## src/rtl/waterfall_fb_ctrl.sv

```systemverilog
// Waterfall framebuffer controller: shares a single-port RAM between the
// LCD pixel fetch (priority) and the ADC row writer, with ring-buffer rows.
module waterfall_fb_ctrl #(
    parameter int COLS        = 320,
    parameter int ROWS        = 240,
    parameter int DW          = 8,
    parameter int AW          = 17,
    parameter int XW          = 9,
    parameter int YW          = 8,
    parameter bit SYNC_COMMIT = 1'b1
) (
    input  logic          clk,
    input  logic          reset,
    input  logic          frame_start,
    input  logic          disp_req,
    input  logic [XW-1:0] disp_x,
    input  logic [YW-1:0] disp_y,
    output logic [DW-1:0] disp_data,
    output logic          disp_rvalid,
    input  logic          wr_valid,
    input  logic [DW-1:0] wr_data,
    output logic          wr_ready,
    input  logic          freeze,
    output logic [AW-1:0] ram_addr,
    output logic          ram_we,
    output logic [DW-1:0] ram_wdata,
    input  logic [DW-1:0] ram_rdata,
    output logic [YW-1:0] newest_row,
    output logic          row_done
);

    typedef enum logic {S_FILL, S_COMMIT} state_e;

    localparam logic [XW:0]   COLS_X   = (XW+1)'(COLS);
    localparam logic [YW:0]   ROWS_Y   = (YW+1)'(ROWS);
    localparam logic [XW-1:0] LAST_COL = XW'(COLS - 1);
    localparam logic [YW-1:0] LAST_ROW = YW'(ROWS - 1);
    localparam logic [AW-1:0] COLS_A   = AW'(COLS);

    state_e        state_q, state_d;
    logic [XW-1:0] wr_col_q, wr_col_d;
    logic [YW-1:0] wr_row_q, wr_row_d;
    logic [YW-1:0] newest_row_q, newest_row_d;
    logic          row_done_q, row_done_d;
    logic [AW-1:0] ram_addr_q, ram_addr_d;
    logic          ram_we_q, ram_we_d;
    logic [DW-1:0] ram_wdata_q, ram_wdata_d;
    logic          rd_p1_q, rd_p1_d, rd_i1_q, rd_i1_d;
    logic          rd_p2_q, rd_p2_d, rd_i2_q, rd_i2_d;
    logic [DW-1:0] disp_data_q, disp_data_d;
    logic          disp_rvalid_q, disp_rvalid_d;

    logic          disp_inr;
    logic          disp_sel;
    logic          wr_acc;
    logic          last_col;
    logic          commit;
    logic [YW:0]   phys_row;

    always_comb begin
        disp_inr = ({1'b0, disp_x} < COLS_X) && ({1'b0, disp_y} < ROWS_Y);
        disp_sel = disp_req && disp_inr;
        // newest row is screen top; older rows lie below, wrapping the ring
        if (disp_y > newest_row_q)
            phys_row = {1'b0, newest_row_q} + ROWS_Y - {1'b0, disp_y};
        else
            phys_row = {1'b0, newest_row_q} - {1'b0, disp_y};
        wr_ready = !reset && (state_q == S_FILL) && !freeze && !disp_sel;
        wr_acc   = wr_valid && wr_ready;
        last_col = (wr_col_q == LAST_COL);
    end

    always_comb begin
        ram_addr_d  = ram_addr_q;
        ram_we_d    = 1'b0;
        ram_wdata_d = ram_wdata_q;
        if (disp_sel) begin
            ram_addr_d = AW'(phys_row) * COLS_A + AW'(disp_x);
        end else if (wr_acc) begin
            ram_addr_d  = AW'(wr_row_q) * COLS_A + AW'(wr_col_q);
            ram_we_d    = 1'b1;
            ram_wdata_d = wr_data;
        end
        rd_p1_d       = disp_req;
        rd_i1_d       = disp_inr;
        rd_p2_d       = rd_p1_q;
        rd_i2_d       = rd_i1_q;
        disp_rvalid_d = rd_p2_q;
        disp_data_d   = disp_data_q;
        if (rd_p2_q)
            disp_data_d = rd_i2_q ? ram_rdata : '0;
    end

    always_comb begin
        state_d      = state_q;
        wr_col_d     = wr_col_q;
        wr_row_d     = wr_row_q;
        newest_row_d = newest_row_q;
        row_done_d   = 1'b0;
        commit       = 1'b0;
        if (wr_acc)
            wr_col_d = last_col ? '0 : wr_col_q + 1'b1;
        unique case (state_q)
            S_FILL: begin
                if (wr_acc && last_col) begin
                    if (!SYNC_COMMIT || frame_start)
                        commit = 1'b1;
                    else
                        state_d = S_COMMIT;
                end
            end
            S_COMMIT: begin
                if (frame_start) begin
                    commit  = 1'b1;
                    state_d = S_FILL;
                end
            end
            default: state_d = S_FILL;
        endcase
        if (commit) begin
            newest_row_d = wr_row_q;
            wr_row_d     = (wr_row_q == LAST_ROW) ? '0 : wr_row_q + 1'b1;
            row_done_d   = 1'b1;
        end
    end

    always_ff @(posedge clk or posedge reset) begin
        if (reset) begin
            state_q       <= S_FILL;
            wr_col_q      <= '0;
            wr_row_q      <= '0;
            newest_row_q  <= '0;
            row_done_q    <= 1'b0;
            ram_addr_q    <= '0;
            ram_we_q      <= 1'b0;
            ram_wdata_q   <= '0;
            rd_p1_q       <= 1'b0;
            rd_i1_q       <= 1'b0;
            rd_p2_q       <= 1'b0;
            rd_i2_q       <= 1'b0;
            disp_data_q   <= '0;
            disp_rvalid_q <= 1'b0;
        end else begin
            state_q       <= state_d;
            wr_col_q      <= wr_col_d;
            wr_row_q      <= wr_row_d;
            newest_row_q  <= newest_row_d;
            row_done_q    <= row_done_d;
            ram_addr_q    <= ram_addr_d;
            ram_we_q      <= ram_we_d;
            ram_wdata_q   <= ram_wdata_d;
            rd_p1_q       <= rd_p1_d;
            rd_i1_q       <= rd_i1_d;
            rd_p2_q       <= rd_p2_d;
            rd_i2_q       <= rd_i2_d;
            disp_data_q   <= disp_data_d;
            disp_rvalid_q <= disp_rvalid_d;
        end
    end

    assign disp_data   = disp_data_q;
    assign disp_rvalid = disp_rvalid_q;
    assign ram_addr    = ram_addr_q;
    assign ram_we      = ram_we_q;
    assign ram_wdata   = ram_wdata_q;
    assign newest_row  = newest_row_q;
    assign row_done    = row_done_q;

endmodule

```

## config.mk

```make
export PLATFORM = sky130hd
export DESIGN_NAME = waterfall_fb_ctrl
export DESIGN_NICKNAME = d
export VERILOG_FILES = /design/src/rtl/waterfall_fb_ctrl.sv
export SDC_FILE = /design/constraint.sdc
export NUM_CORES = 1
export LEC_CHECK = 0
export ABC_AREA = 0
export BUFFER_PORTS_ARGS = -buffer_cell sky130_fd_sc_hd__buf_2
export CAP_MARGIN = 20
export CELL_PAD_IN_SITES_DETAIL_PLACEMENT = 0
export CELL_PAD_IN_SITES_GLOBAL_PLACEMENT = 1
export CORE_MARGIN = 3
export CORE_UTILIZATION = 39
export CTS_BUF_LIST = sky130_fd_sc_hd__clkbuf_4 sky130_fd_sc_hd__clkbuf_8 sky130_fd_sc_hd__clkbuf_16
export DETAILED_ROUTE_END_ITERATION = 8
export PLACE_DENSITY_LB_ADDON = 0.2
export SYNTH_ARGS = -nofsm -noshare
export SYNTH_HDL_FRONTEND = slang
export SYNTH_SLANG_ARGS = --single-unit
```

## constraint.sdc

```tcl
create_clock -name clk -period 4 [get_ports clk]
set_input_delay 0.6 -clock clk [delete_from_list [all_inputs] [get_ports clk]]
set_output_delay 0.6 -clock clk [all_outputs]
set_load 0.01 [all_outputs]
```

* Word level (Yosys, flattened, before mapping)
Cells that the tools add are included.
Word-level totals: flip-flop bits (word level) 66, input bits 39, output and inout port bits 45
Operators by class: $add $sub $neg 7, multiply operators 2, $lt $le $gt $ge 3, equality and inequality tests 2, multiplexer cells 15, bitwise gates (word level) 2, reduce and logical (&&, ||, !) cells 12
Operators by type and width (number):
- adder 17 x 9 -> 17 bit | 2
- 2-to-1 mux 17 bit | 2
- 2-to-1 mux 9 bit | 2
- 2-to-1 mux 8 bit | 2
- multiplier 8 x 3 -> 11 bit, second input constant | 1
- multiplier 9 x 3 -> 11 bit, second input constant | 1
- adder 8 x 8 -> 9 bit, second input constant | 1
- adder 9 x 1 -> 9 bit, second input constant | 1
- equality test 9 bit, second input constant | 1
- < comparator 9 bit, second input constant | 1
- subtractor 8 x 8 -> 9 bit | 1
- subtractor 9 x 8 -> 9 bit | 1
- adder 8 x 1 -> 8 bit, second input constant | 1
- equality test 8 bit, second input constant | 1
- greater-than comparator 8 bit | 1
- < comparator 8 bit, second input constant | 1
- logical AND 1 bit | 7
- 2-to-1 mux 1 bit | 7
- one-hot mux 1 bit (2 select lines) | 2
- logical NOT 1 bit | 3
- inverter 1 bit | 2
- AND reduction 2 bit | 1
- nonzero test 2 bit | 1

* Longest topological paths before layout
Gate-level depths: netlist of run 1.
depth after elaboration 10, mapped depth 21

* Worst setup path before layout of run 1
No wires, ideal clock.
path kind input to register, start in disp_y[1], end reg ram_addr_q[16], in the netlist ram_addr[16], arrival time 4449 ps, required time 3877 ps, slack -572 ps, stages on the path 18, cell sequence inv_1 -> ha_1 -> fa_1 -> a31o_2 -> a211o_1 -> clkbuf_1 -> o21ai_0 -> inv_1 -> ha_1 -> ha_1 -> fa_1 -> a211oi_1 -> nor2_1 -> xor2_1 -> nand3_1 -> and3b_1 -> xnor3_1 -> o2bb2ai_1
On the way: cells in the longest elaborated chain, start to end 7, elaborated cells between the ends (all ways) 14, those cells by class 3 x add/sub; 1 x mul; 2 x order compare; 2 x mux; 6 x reduce/logical
RTL lines:
- from (decl) | line 17 | input logic [YW-1:0] disp_y,
- parallel branches: the longest is 7 deep, another holds adder 17 x 9 -> 17 bit
- to (signal assigned) | line 149 | ram_addr_q <= ram_addr_d;
- to (decl) | line 45 | logic [AW-1:0] ram_addr_q, ram_addr_d;
Several ways; the timed one is not identified. A chain may end at the register's enable or synchronous reset.

* Worst setup path in the final report of run 1
start reg newest_row_q[1], in the netlist newest_row[1], end reg ram_addr_q[16], in the netlist ram_addr[16]
On the way: cells in the longest elaborated chain, start to end 6, elaborated cells between the ends (all ways) 8, those cells by class 4 x add/sub; 1 x mul; 1 x order compare; 2 x mux
RTL lines:
- from (decl) | line 43 | logic [YW-1:0] newest_row_q, newest_row_d;
- from (signal assigned) | line 147 | newest_row_q <= newest_row_d;
- adder 8 x 8 -> 9 bit | line 65 | phys_row = {1'b0, newest_row_q} + ROWS_Y - {1'b0, disp_y};
- subtractor 9 x 8 -> 9 bit | line 65
- 2-to-1 mux 9 bit * | line 64 | if (disp_y > newest_row_q)
- multiplier 9 x 3 -> 11 bit * | line 78 | ram_addr_d = AW'(phys_row) * COLS_A + AW'(disp_x);
- adder 17 x 9 -> 17 bit * | line 78
- 2-to-1 mux 17 bit * | line 77 | if (disp_sel) begin
Mark *: on every way between the ends. The rest lies on a longest branch, timed or not.

==> flow_summary.yaml, run 1 <==
synth:
  yosysUniqueCellTypes: 55
  synthArstFlopShare: 1.000
  yosysSeqAreaShare: 0.3571
  syn_avg_cell_area_um2: 9.139
  synth.area.top_cells: "dfrtp_1, ha_1, nand2_1"
  yosysTopAreaCell: "dfrtp_1"
  synthesis.nets: 604
  synth_top_flop_cell: "dfrtp_1"
  netlist_instances: 506
  yosys_warnings: 0
  synth_top_area_share: 0.3571
  synth-edff-count: 0
  synth-seq-cells: 66
  syn_area_um2: 4624
routing:
  dr.pass1.iters: 4
  drt-total-wl_um: 11780
  drtIter0Drc: 174
  routedWlPerCell_um: 14.56
  drc: 0
  via_per_inst: 4.990
  num_vias: 4037
  antenna_left: 0
global_routing:
  grt_max_degree: 40
  grt_usage: 0.1842
  grt_overflow: 0
  grt_pass1_vias: 3988
  antenna_found_initial: 0
  grt_pass1_wl_um: 19350
clocking:
  cts.sinks: 66
  clkTransAtPathRegs_ns: 0.05
  cts_tree: "yes"
  cts_hold_buf: 0
  cts_max_level: 3
  clockRootBuffer: "clkbuf_16"
  clock_latency_ns: 0.34
  cts_buffers: 9
  clock_path_buffers: 2
timing:
  skew_ns: 0.004298
  hold_violations: 0
  timing.fmax_mhz: 247.2
  setup_ws_ns: -0.04575
  setup_viol: 3
  rsz0062_at_grt: "yes"
  period_share: 1.011
  fin_crit_ns: 4.046
  worst_pin_slew_ns: 0.7997
  drv_slew: 0
  max-slew-margin-rel: 0.4661
setup_path:
  crit_required_ns: 4.22
  crit_buf_inv: 1
  worst_path_largest_cell_delay_ns: 0.47
  arrival_ns: 4.27
  path_max_fanout: 6
  critPathSlowestCell: "a2111oi_0"
  reg2reg_to: "ram_addr[16]$_DFFE_PP0P_"
  cp_top_family: "compound AO/OA/AOI/OAI gates"
  ff2ff_path_depth: 14
  cp-end-kind: "flip-flop"
  reg2reg_from: "newest_row[1]$_DFFE_PP0P_"
  setup.worst_path.start_class: "flip-flop"
  cp.depth: 14
  rrSetupSlack_ns: -0.05
  path_cells: "ha_4, fa_2, a31o_4, a211o_4, mux2_4, xnor2_4, ha_1, a211o_1, a2111oi_0, buf_4, a211oi_2, and3b_1, xnor3_1, o2bb2ai_1"
  path_class: "flip-flop to flip-flop"
power_and_ir_drop:
  p_leak_nw: 3.170
  peakVddDrop_mv: 0.3113
  fin_total_pwr_mw: 2.695
  power_per_cell_area_nw_per_um2: 426.4
cells_and_area:
  layout-drive-gt1-share: 0.3273
  n_antenna_cell: 0
  num-nets-final: 759
  final_common_cell: "buf_2"
  syn2layout_area_growth_pct: 36.66
  mostFrequentLayoutCells: "buf_2, nand2_1, buf_4"
min_path:
  min_path_cells: 0
  hold_path_class: "flip-flop to flip-flop"
  holdPathEnd: "rd_i2_q$_DFF_PP0_"
  min_from: "rd_i1_q$_DFF_PP0_"
die:
  die_h_um: 114.9
  die_area_um2: 13200
  ios: 84
  core-area_um2: 11520
  std_cell_rows: 39
  die_w_um: 114.9
  start_util: 0.4016
run_status:
  violations: "setup timing"
  status: "finished, violations left"
place:
  gp_congestion: 0.8128
  port_buffers: 83
  dp_hpwl_um: 9326
  dp_slack_ns: -0.4517
flow_run:
  maxCapViolations: 0
-- cells in the mapped netlist (6+ instances only) --
library cell  instances
a21o_1                8
a21oi_1              23
a31oi_1               6
and3_1                6
clkbuf_1              7
dfrtp_1              66
fa_1                  9
ha_1                 50
inv_1                47
nand2_1              75
nand3_1              10
nor2_1               26
nor2b_1               8
nor3_1               12
o21a_1                6
o21ai_0              40
o22ai_1               6
xnor2_1              31
xor2_1               10
-- report_power, final --
part	switching, mW	total [mW]	internal, mW	leakage [nW]
clock network	0.295	0.966	0.671	0.176
logic	0.427	0.886	0.459	2.19
registers	0.0760	0.843	0.766	0.802
total	0.798	2.69	1.90	3.17
-- stage by stage --
| stage | util | cell area, µm² | std cells | hold slack [ns] | TNS (ns) |
|---|---|---|---|---|---|
| floorplan | - | 4721 | 506 | 0.3312 | -0.2388 |
| global placement | 0.5005 | 5764 | 788 | 0.3340 | -0.9744 |
| detailed placement | 0.5005 | 5764 | 788 | 0.3347 | -1.392 |
| CTS | 0.5403 | 6222 | 806 | 0.3477 | -0.008655 |
| global route | 0.5488 | 6320 | 809 | 0.3533 | -0.5408 |
| finish | 0.5488 | 6320 | 809 | 0.3458 | -0.05359 |
-- worst register-to-register path, delay by kind of cell, from the launching register on --
family	cells	cell delay, ns
muxes	1	0.36
adders and majority gates	3	0.80
buffers and inverters	1	0.19
AOI/OAI and AO/OA	6	1.62
and+or+nand+nor	1	0.20
DFF	1	0.42
xor gates and xnor gates	2	0.35
-- final cells by class --
class | count | area, µm²
well taps | 143 | 178.9
multi-input cells | 381 | 2950
repair buffers | 154 | 970.9
clock inverters | 7 | 141.4
inverters | 49 | 200.2
fillers | 1045 | 5196
clock buffers | 9 | 225.2
flip-flops and latches | 66 | 1653
-- cells by family (layout without fill, tap and decap cells) --
kind of cell               after synthesis  count (layout)  synth area share
buffers and inverters                   59             219           0.05059
DFF                                     66              66            0.3571
and+or+nand+nor                        159             159            0.1696
xor gates and xnor gates                42              42           0.08252
muxes                                    6               6           0.01353
adders and majority gates               59              59            0.1742
AOI/OAI and AO/OA                      115             115            0.1523
-- flip-flops by register name, indices dropped and copies added, names as in the netlist, 8 cells and up --
signal and flops:
ram_wdata 8, ram_addr 17, wr_row_q 8, wr_col_q 9, disp_data 8, newest_row 8
-- worst max path at each step --
| stage | start | end |
|---|---|---|
| floorplan | disp_y[1] | ram_addr[16]$_DFFE_PP0P_ |
| global placement | disp_y[3] | ram_addr[16]$_DFFE_PP0P_ |
| detailed placement | disp_y[1] | ram_addr[16]$_DFFE_PP0P_ |
| CTS | newest_row[0]$_DFFE_PP0P_ | ram_addr[16]$_DFFE_PP0P_ |
| global route | newest_row[1]$_DFFE_PP0P_ | ram_addr[14]$_DFFE_PP0P_ |
| finish | newest_row[1]$_DFFE_PP0P_ | ram_addr[16]$_DFFE_PP0P_ |
-- repair_timing --
item / in CTS / in global routing
setup endpoints to repair: 3 / 4
cloned: 0 / 0
pin swaps: 13 / 21
hold endpoints to repair: 0 / 0
buffers inserted: 2 / 3
resized for setup: 20 / 15
-- layer usage --
layer  routed length [µm]  global-route usage  up-vias
met2                 5817              0.3086       60
met5                    0                   0        -
met1                 5375              0.2418     1909
li1                     -                   -     2056
met4                  147             0.05164        0
met3                  434             0.03789       12
Note: power is estimated with default switching activity, not from simulation.
==> run 2: changes to the inputs <==
--- a/config.mk
+++ b/config.mk
@@ -6,12 +6,12 @@
 export NUM_CORES = 1
 export LEC_CHECK = 0
 export ABC_AREA = 0
-export BUFFER_PORTS_ARGS = -buffer_cell sky130_fd_sc_hd__buf_2
+export BUFFER_PORTS_ARGS = -buffer_cell sky130_fd_sc_hd__clkbuf_2
 export CAP_MARGIN = 20
 export CELL_PAD_IN_SITES_DETAIL_PLACEMENT = 0
 export CELL_PAD_IN_SITES_GLOBAL_PLACEMENT = 1
 export CORE_MARGIN = 3
-export CORE_UTILIZATION = 39
+export CORE_UTILIZATION = 35
 export CTS_BUF_LIST = sky130_fd_sc_hd__clkbuf_4 sky130_fd_sc_hd__clkbuf_8 sky130_fd_sc_hd__clkbuf_16
 export DETAILED_ROUTE_END_ITERATION = 8
 export PLACE_DENSITY_LB_ADDON = 0.2
==> run 2 against run 1 <==
Net effect:
- the flow still finishes with violations (setup timing)
- highest routed layer unchanged
- worst setup slack better by 0.043 ns
- sequential share of layout area is 0.41 points lower
- final area is 1.6% higher
- global-route usage is 0.92 points lower
- critical path type is now primary input to flip-flop
- worst hold slack worse by 0.0048 ns
- wire length is 6.6% higher
- clock skew is 0.0038 ns higher
- non-clock buffer count is 11 higher
- clock-buffer cell count is 3 higher
- core utilization is 4.6 points lower
- combinational power is 6.9% higher
- cell count is 4.8% higher
==> flow_summary.yaml, run 2 (synthesized netlist as in run 1, its figures left out) <==
run_status:
  status: "finished, violations left"
  violations: "setup timing"
setup_path:
  setup.worst_path.start_class: "primary input"
  cp_top_family: "compound AO/OA/AOI/OAI gates"
  rrSetupSlack_ns: -0.003
  reg2reg_to: "ram_addr[16]$_DFFE_PP0P_"
  crit_buf_inv: 3
  critPathSlowestCell: "or4_4"
  crit_required_ns: 4.22
  path_max_fanout: 4
  ff2ff_path_depth: 19
  path_class: "primary input to flip-flop"
  worst_path_largest_cell_delay_ns: 0.41
  crit_top_cell: "ha_4"
  reg2reg_from: "newest_row[0]$_DFFE_PP0P_"
  arrival_ns: 4.22
  cp-end-kind: "flip-flop"
  path_cells: "clkbuf_8, inv_12, ha_4, ha_4, fa_2, nand2b_4, a21oi_2, o21a_1, o21a_1, or4_4, nand3_2, inv_2, xnor2_2, ha_4, a211o_1, a211oi_2, and3b_1, xnor3_1, o2bb2ai_2"
timing:
  drv_slew: 0
  whs_ns: 0.3410
  skew_ns: 0.008099
  fin_setup_tns_ns: -0.003210
  rsz0062_at_grt: "yes"
  setup_ws_ns: -0.003210
  worst_pin_slew_ns: 0.6779
  setup_viol: 1
  timing.fmax_mhz: 249.8
  period_share: 1.001
  hold_violations: 0
  fin_crit_ns: 4.003
  max-slew-margin-rel: 0.5481
global_routing:
  grt_overflow: 0
  grt_usage: 0.1750
  grt_max_degree: 47
  antenna_found_initial: 0
  grt_pass1_wl_um: 20290
  grt_pass1_vias: 4136
clocking:
  cts_buffers: 9
  cts_tree: "yes"
  clock_latency_ns: 0.34
  cts.sinks: 66
  clock_path_buffers: 2
  cts_max_level: 3
  cts_hold_buf: 0
  clkTransAtPathRegs_ns: 0.06
  clockRootBuffer: "clkbuf_16"
cells_and_area:
  num-fill-cells: 1190
  syn2layout_area_growth_pct: 38.85
  n_antenna_cell: 0
  final_common_cell: "clkbuf_2"
  final_cell_area_um2: 6421
  largest_register_ffs: 17
  mostFrequentLayoutCells: "clkbuf_2, buf_4, nand2_1"
  layout-drive-gt1-share: 0.3462
  num-nets-final: 770
die:
  die_h_um: 120.9
  ios: 84
  std_cell_rows: 41
  start_util: 0.3620
  core-area_um2: 12770
  die_area_um2: 14630
  die_w_um: 120.9
power_and_ir_drop:
  power_per_cell_area_nw_per_um2: 402.1
  fin_total_pwr_mw: 2.582
  p_leak_nw: 3.221
  peakVddDrop_mv: 0.1958
routing:
  drc: 0
  via_per_inst: 4.906
  antenna_left: 0
  num_vias: 4160
  dr.pass1.iters: 4
  drt-total-wl_um: 12550
  drtIter0Drc: 187
  routedWlPerCell_um: 14.80
place:
  port_buffers: 83
  dp_hpwl_um: 9812
  dp_slack_ns: -0.4684
  placed_cell_area_um2: 5818
  gp_congestion: 0.8247
flow_run:
  maxCapViolations: 0
min_path:
  hold_path_class: "primary input to async pin"
[run 2: worst max-delay path by stage]
| stage | startpoint | end | slack, ns | cells after the start |
|---|---|---|---|---|
| 6_report | disp_y[1] | ram_addr[16]$_DFFE_PP0P_ | -0.003 | 19 |
| 5_1_grt | newest_row[5]$_DFFE_PP0P_ | ram_addr[15]$_DFFE_PP0P_ | -0.24 | 18 |
| 4_1_cts | newest_row[1]$_DFFE_PP0P_ | ram_addr[16]$_DFFE_PP0P_ | -0.007 | 16 |
| 3_5_place_dp | disp_y[1] | ram_addr[16]$_DFFE_PP0P_ | -0.47 | 18 |
| 3_3_place_gp | disp_y[1] | ram_addr[16]$_DFFE_PP0P_ | -0.35 | 15 |
| 2_1_floorplan | disp_y[1] | ram_addr[16]$_DFFE_PP0P_ | -0.19 | 18 |
[run 2: metrics by stage]
| step | utilization | instances |
|---|---|---|
| 6_report | 0.5027 | 848 |
| 2_1_floorplan | - | 506 |
| 5_1_grt | 0.5027 | 848 |
| 4_1_cts | 0.4851 | 843 |
| 3_5_place_dp | 0.4555 | 821 |
| 3_3_place_gp | 0.4555 | 821 |
[run 2: routing by layer]
metal / up-vias / track usage / share of wire
li1: 2074 / - / -
met1: 1991 / 0.2326 / 0.47
met2: 72 / 0.2796 / 0.47
met3: 23 / 0.02937 / 0.034
met4: 0 / 0.07861 / 0.029
met5: - / 0 / 0
[run 2: area by class of cell]
type                       instances  area [µm²]  share of cell area
tap                              172       215.2             0.03352
sequential                        66        1653              0.2574
inverter                          49       197.7             0.03079
multi-input combinational        381        3005              0.4680
timing repair buffer             165        1056              0.1645
clock buffer                      12       254.0             0.03956
clock inverter                     3       40.04            0.006235
[run 2: power by group]
part	internal, mW	switching (mW)
registers	0.767	0.0775
logic	0.496	0.451
clock network	0.507	0.283
total	1.77	0.812
[run 2: timing repair]
item	in CTS	in global routing
pin swaps	11	22
endpoints found under the setup margin	2	4
resized for setup	11	33
setup buffers	7	4
==> run 3: changes to the inputs <==
--- a/config.mk
+++ b/config.mk
@@ -11,7 +11,7 @@
 export CELL_PAD_IN_SITES_DETAIL_PLACEMENT = 0
 export CELL_PAD_IN_SITES_GLOBAL_PLACEMENT = 1
 export CORE_MARGIN = 3
-export CORE_UTILIZATION = 35
+export CORE_UTILIZATION = 39
 export CTS_BUF_LIST = sky130_fd_sc_hd__clkbuf_4 sky130_fd_sc_hd__clkbuf_8 sky130_fd_sc_hd__clkbuf_16
 export DETAILED_ROUTE_END_ITERATION = 8
 export PLACE_DENSITY_LB_ADDON = 0.2
==> run 3 against run 2 <==
Net effect:
- the flow still finishes with violations (setup timing)
- maximum frequency down 1.6%
- worst setup slack worse by 0.064 ns
- critical path type is now flip-flop to flip-flop
- flip-flop and latch count unchanged
- highest routed layer unchanged
- core utilization up 4.4 points
- critical endpoint unchanged
==> flow_summary.yaml, run 3 (synthesized netlist as in run 1, its figures left out) <==
setup_path:
  setup.worst_path.start_class: "flip-flop"
  critPathSlowestCell: "dfrtp_1"
  rrSetupSlack_ns: -0.07
  arrival_ns: 4.28
  path_class: "flip-flop to flip-flop"
  worst_path_largest_cell_delay_ns: 0.41
  path_cells: "ha_4, fa_2, a31o_4, a211o_4, mux2_4, xnor2_4, ha_4, a211o_1, a211o_1, a211oi_4, and3b_1, xnor3_1, o2bb2ai_2"
  path_max_fanout: 6
  crit_required_ns: 4.22
  cp-end-kind: "flip-flop"
global_routing:
  grt_usage: 0.1902
  grt_pass1_vias: 4053
  antenna_found_initial: 0
  grt_max_degree: 40
  grt.busiest_layer: "met2"
  grt_overflow: 0
  grt_pass1_wl_um: 19980
  grtUsageMet1: 0.2496
  grtUsageMet2: 0.3191
  use_met3: 0.03526
timing:
  max-slew-margin-rel: 0.4596
  worst_pin_slew_ns: 0.8095
  hold_violations: 0
  fin_crit_ns: 4.067
  rsz0062_at_grt: "yes"
  setup_viol: 1
  timing.fmax_mhz: 245.9
  drv_slew: 0
  skew_ns: 0.003951
  period_share: 1.017
  setup_ws_ns: -0.06745
flow_run:
  maxCapViolations: 0
routing:
  drc: 0
  drtIter0Drc: 148
  dr.pass1.iters: 4
  antenna_left: 0
  drt-total-wl_um: 12130
  num_vias: 4048
  via_per_inst: 4.991
  routedWlPerCell_um: 14.96
cells_and_area:
  mostFrequentLayoutCells: "clkbuf_2, nand2_1, buf_4"
  final_cell_area_um2: 6296
  final_common_cell: "clkbuf_2"
  layout-drive-gt1-share: 0.3353
  n_antenna_cell: 0
  largest_register_ffs: 17
  num-nets-final: 761
  num-fill-cells: 1088
  syn2layout_area_growth_pct: 36.15
place:
  port_buffers: 83
  dp_slack_ns: -0.4639
  dp_hpwl_um: 9559
  placed_cell_area_um2: 5764
  gp_congestion: 0.8103
clocking:
  clock_latency_ns: 0.33
  clkTransAtPathRegs_ns: 0.06
  cts_max_level: 3
  clock_path_buffers: 2
  cts.sinks: 66
  cts_buffers: 9
  clockRootBuffer: "clkbuf_16"
  cts_tree: "yes"
die:
  ios: 84
  std_cell_rows: 39
  die_area_um2: 13200
  die_h_um: 114.9
  start_util: 0.4016
  core-area_um2: 11520
  die_w_um: 114.9
power_and_ir_drop:
  p_leak_nw: 3.152
  peakVddDrop_mv: 0.1809
  power_per_cell_area_nw_per_um2: 398.5
run_status:
  status: "finished, violations left"
  violations: "setup timing"
min_path:
  hold_path_class: "flip-flop to flip-flop"
run 3: cell count changes in the layout (fill, tap and decap cells not counted), moves of 3 or more:
cell / before / now
xnor2_1: 26 / 29
ha_1: 43 / 39
ha_2: 1 / 4
buf_4: 80 / 71
o21ai_1: 5 / 2
xnor2_2: 4 / 1
run 3: worst max-delay path, delay by kind of cell, from the launching register on:
kind                       cells  cell delay [ns]
adders and majority gates      3             0.76
DFF                            1             0.41
xor gates and xnor gates       2             0.44
muxes                          1             0.35
and+or+nand+nor                1             0.22
AOI/OAI and AO/OA              6             1.77
run 3: layout make-up:
cell class,instances,area [µm²],area share
Timing Repair Buffer,156,988.4,0.1570
Clock buffer,9,225.2,0.03577
Inverter,49,197.7,0.03140
Sequential cell,66,1654,0.2627
Multi-Input combinational cell,381,2982,0.4736
Tap cell,143,178.9,0.02842
Clock inverter,7,70.07,0.01113
run 3: worst paths after layout:
path	start	depth (start not counted)	end
worst max-delay path	newest_row[1]$_DFFE_PP0P_	13	ram_addr[16]$_DFFE_PP0P_
worst min-delay path	rd_p1_q$_DFF_PP0_	0	disp_rvalid_d$_DFF_PP0_
worst max register to register	newest_row[1]$_DFFE_PP0P_	13	ram_addr[16]$_DFFE_PP0P_
worst min register to register	rd_p1_q$_DFF_PP0_	0	disp_rvalid_d$_DFF_PP0_
max in group asynchronous	reset	3	newest_row[4]$_DFFE_PP0P_
min in group asynchronous	reset	2	ram_wdata[4]$_DFFE_PP0P_
run 3: metrics by stage:
stage	instances	power (mW)	hold slack [ns]	TNS, ns	util
after floorplan	506	1.315	0.3312	-0.2388	-
after global placement	788	1.658	0.3334	-0.9747	0.5005
after detailed placement	788	1.675	0.3347	-1.503	0.5005
after CTS	806	2.465	0.3477	-0.001221	0.5297
after global routing	811	2.670	0.3556	-0.5057	0.5467
final	811	2.509	0.3466	-0.06745	0.5467
run 3: per-layer routing:
| metal | up-vias | part of all wire |
|---|---|---|
| met5 | - | 0 |
| met4 | 0 | 0.022 |
| met3 | 16 | 0.028 |
| met2 | 56 | 0.49 |
| met1 | 1918 | 0.46 |
| li1 | 2058 | - |
run 3: repair_timing:
| item | 4_1_cts | 5_1_grt |
|---|---|---|
| pin swaps | 5 | 17 |
| endpoints found under the setup margin | 2 | 3 |
| hold buffers | 0 | 0 |
| resized for setup | 9 | 30 |
| buffers inserted | 2 | 5 |
run 3: power by group:
group,internal [mW],switching (mW)
Sequential,0.767,0.0746
Clock,0.480,0.290
Combinational,0.459,0.438
Total,1.71,0.803
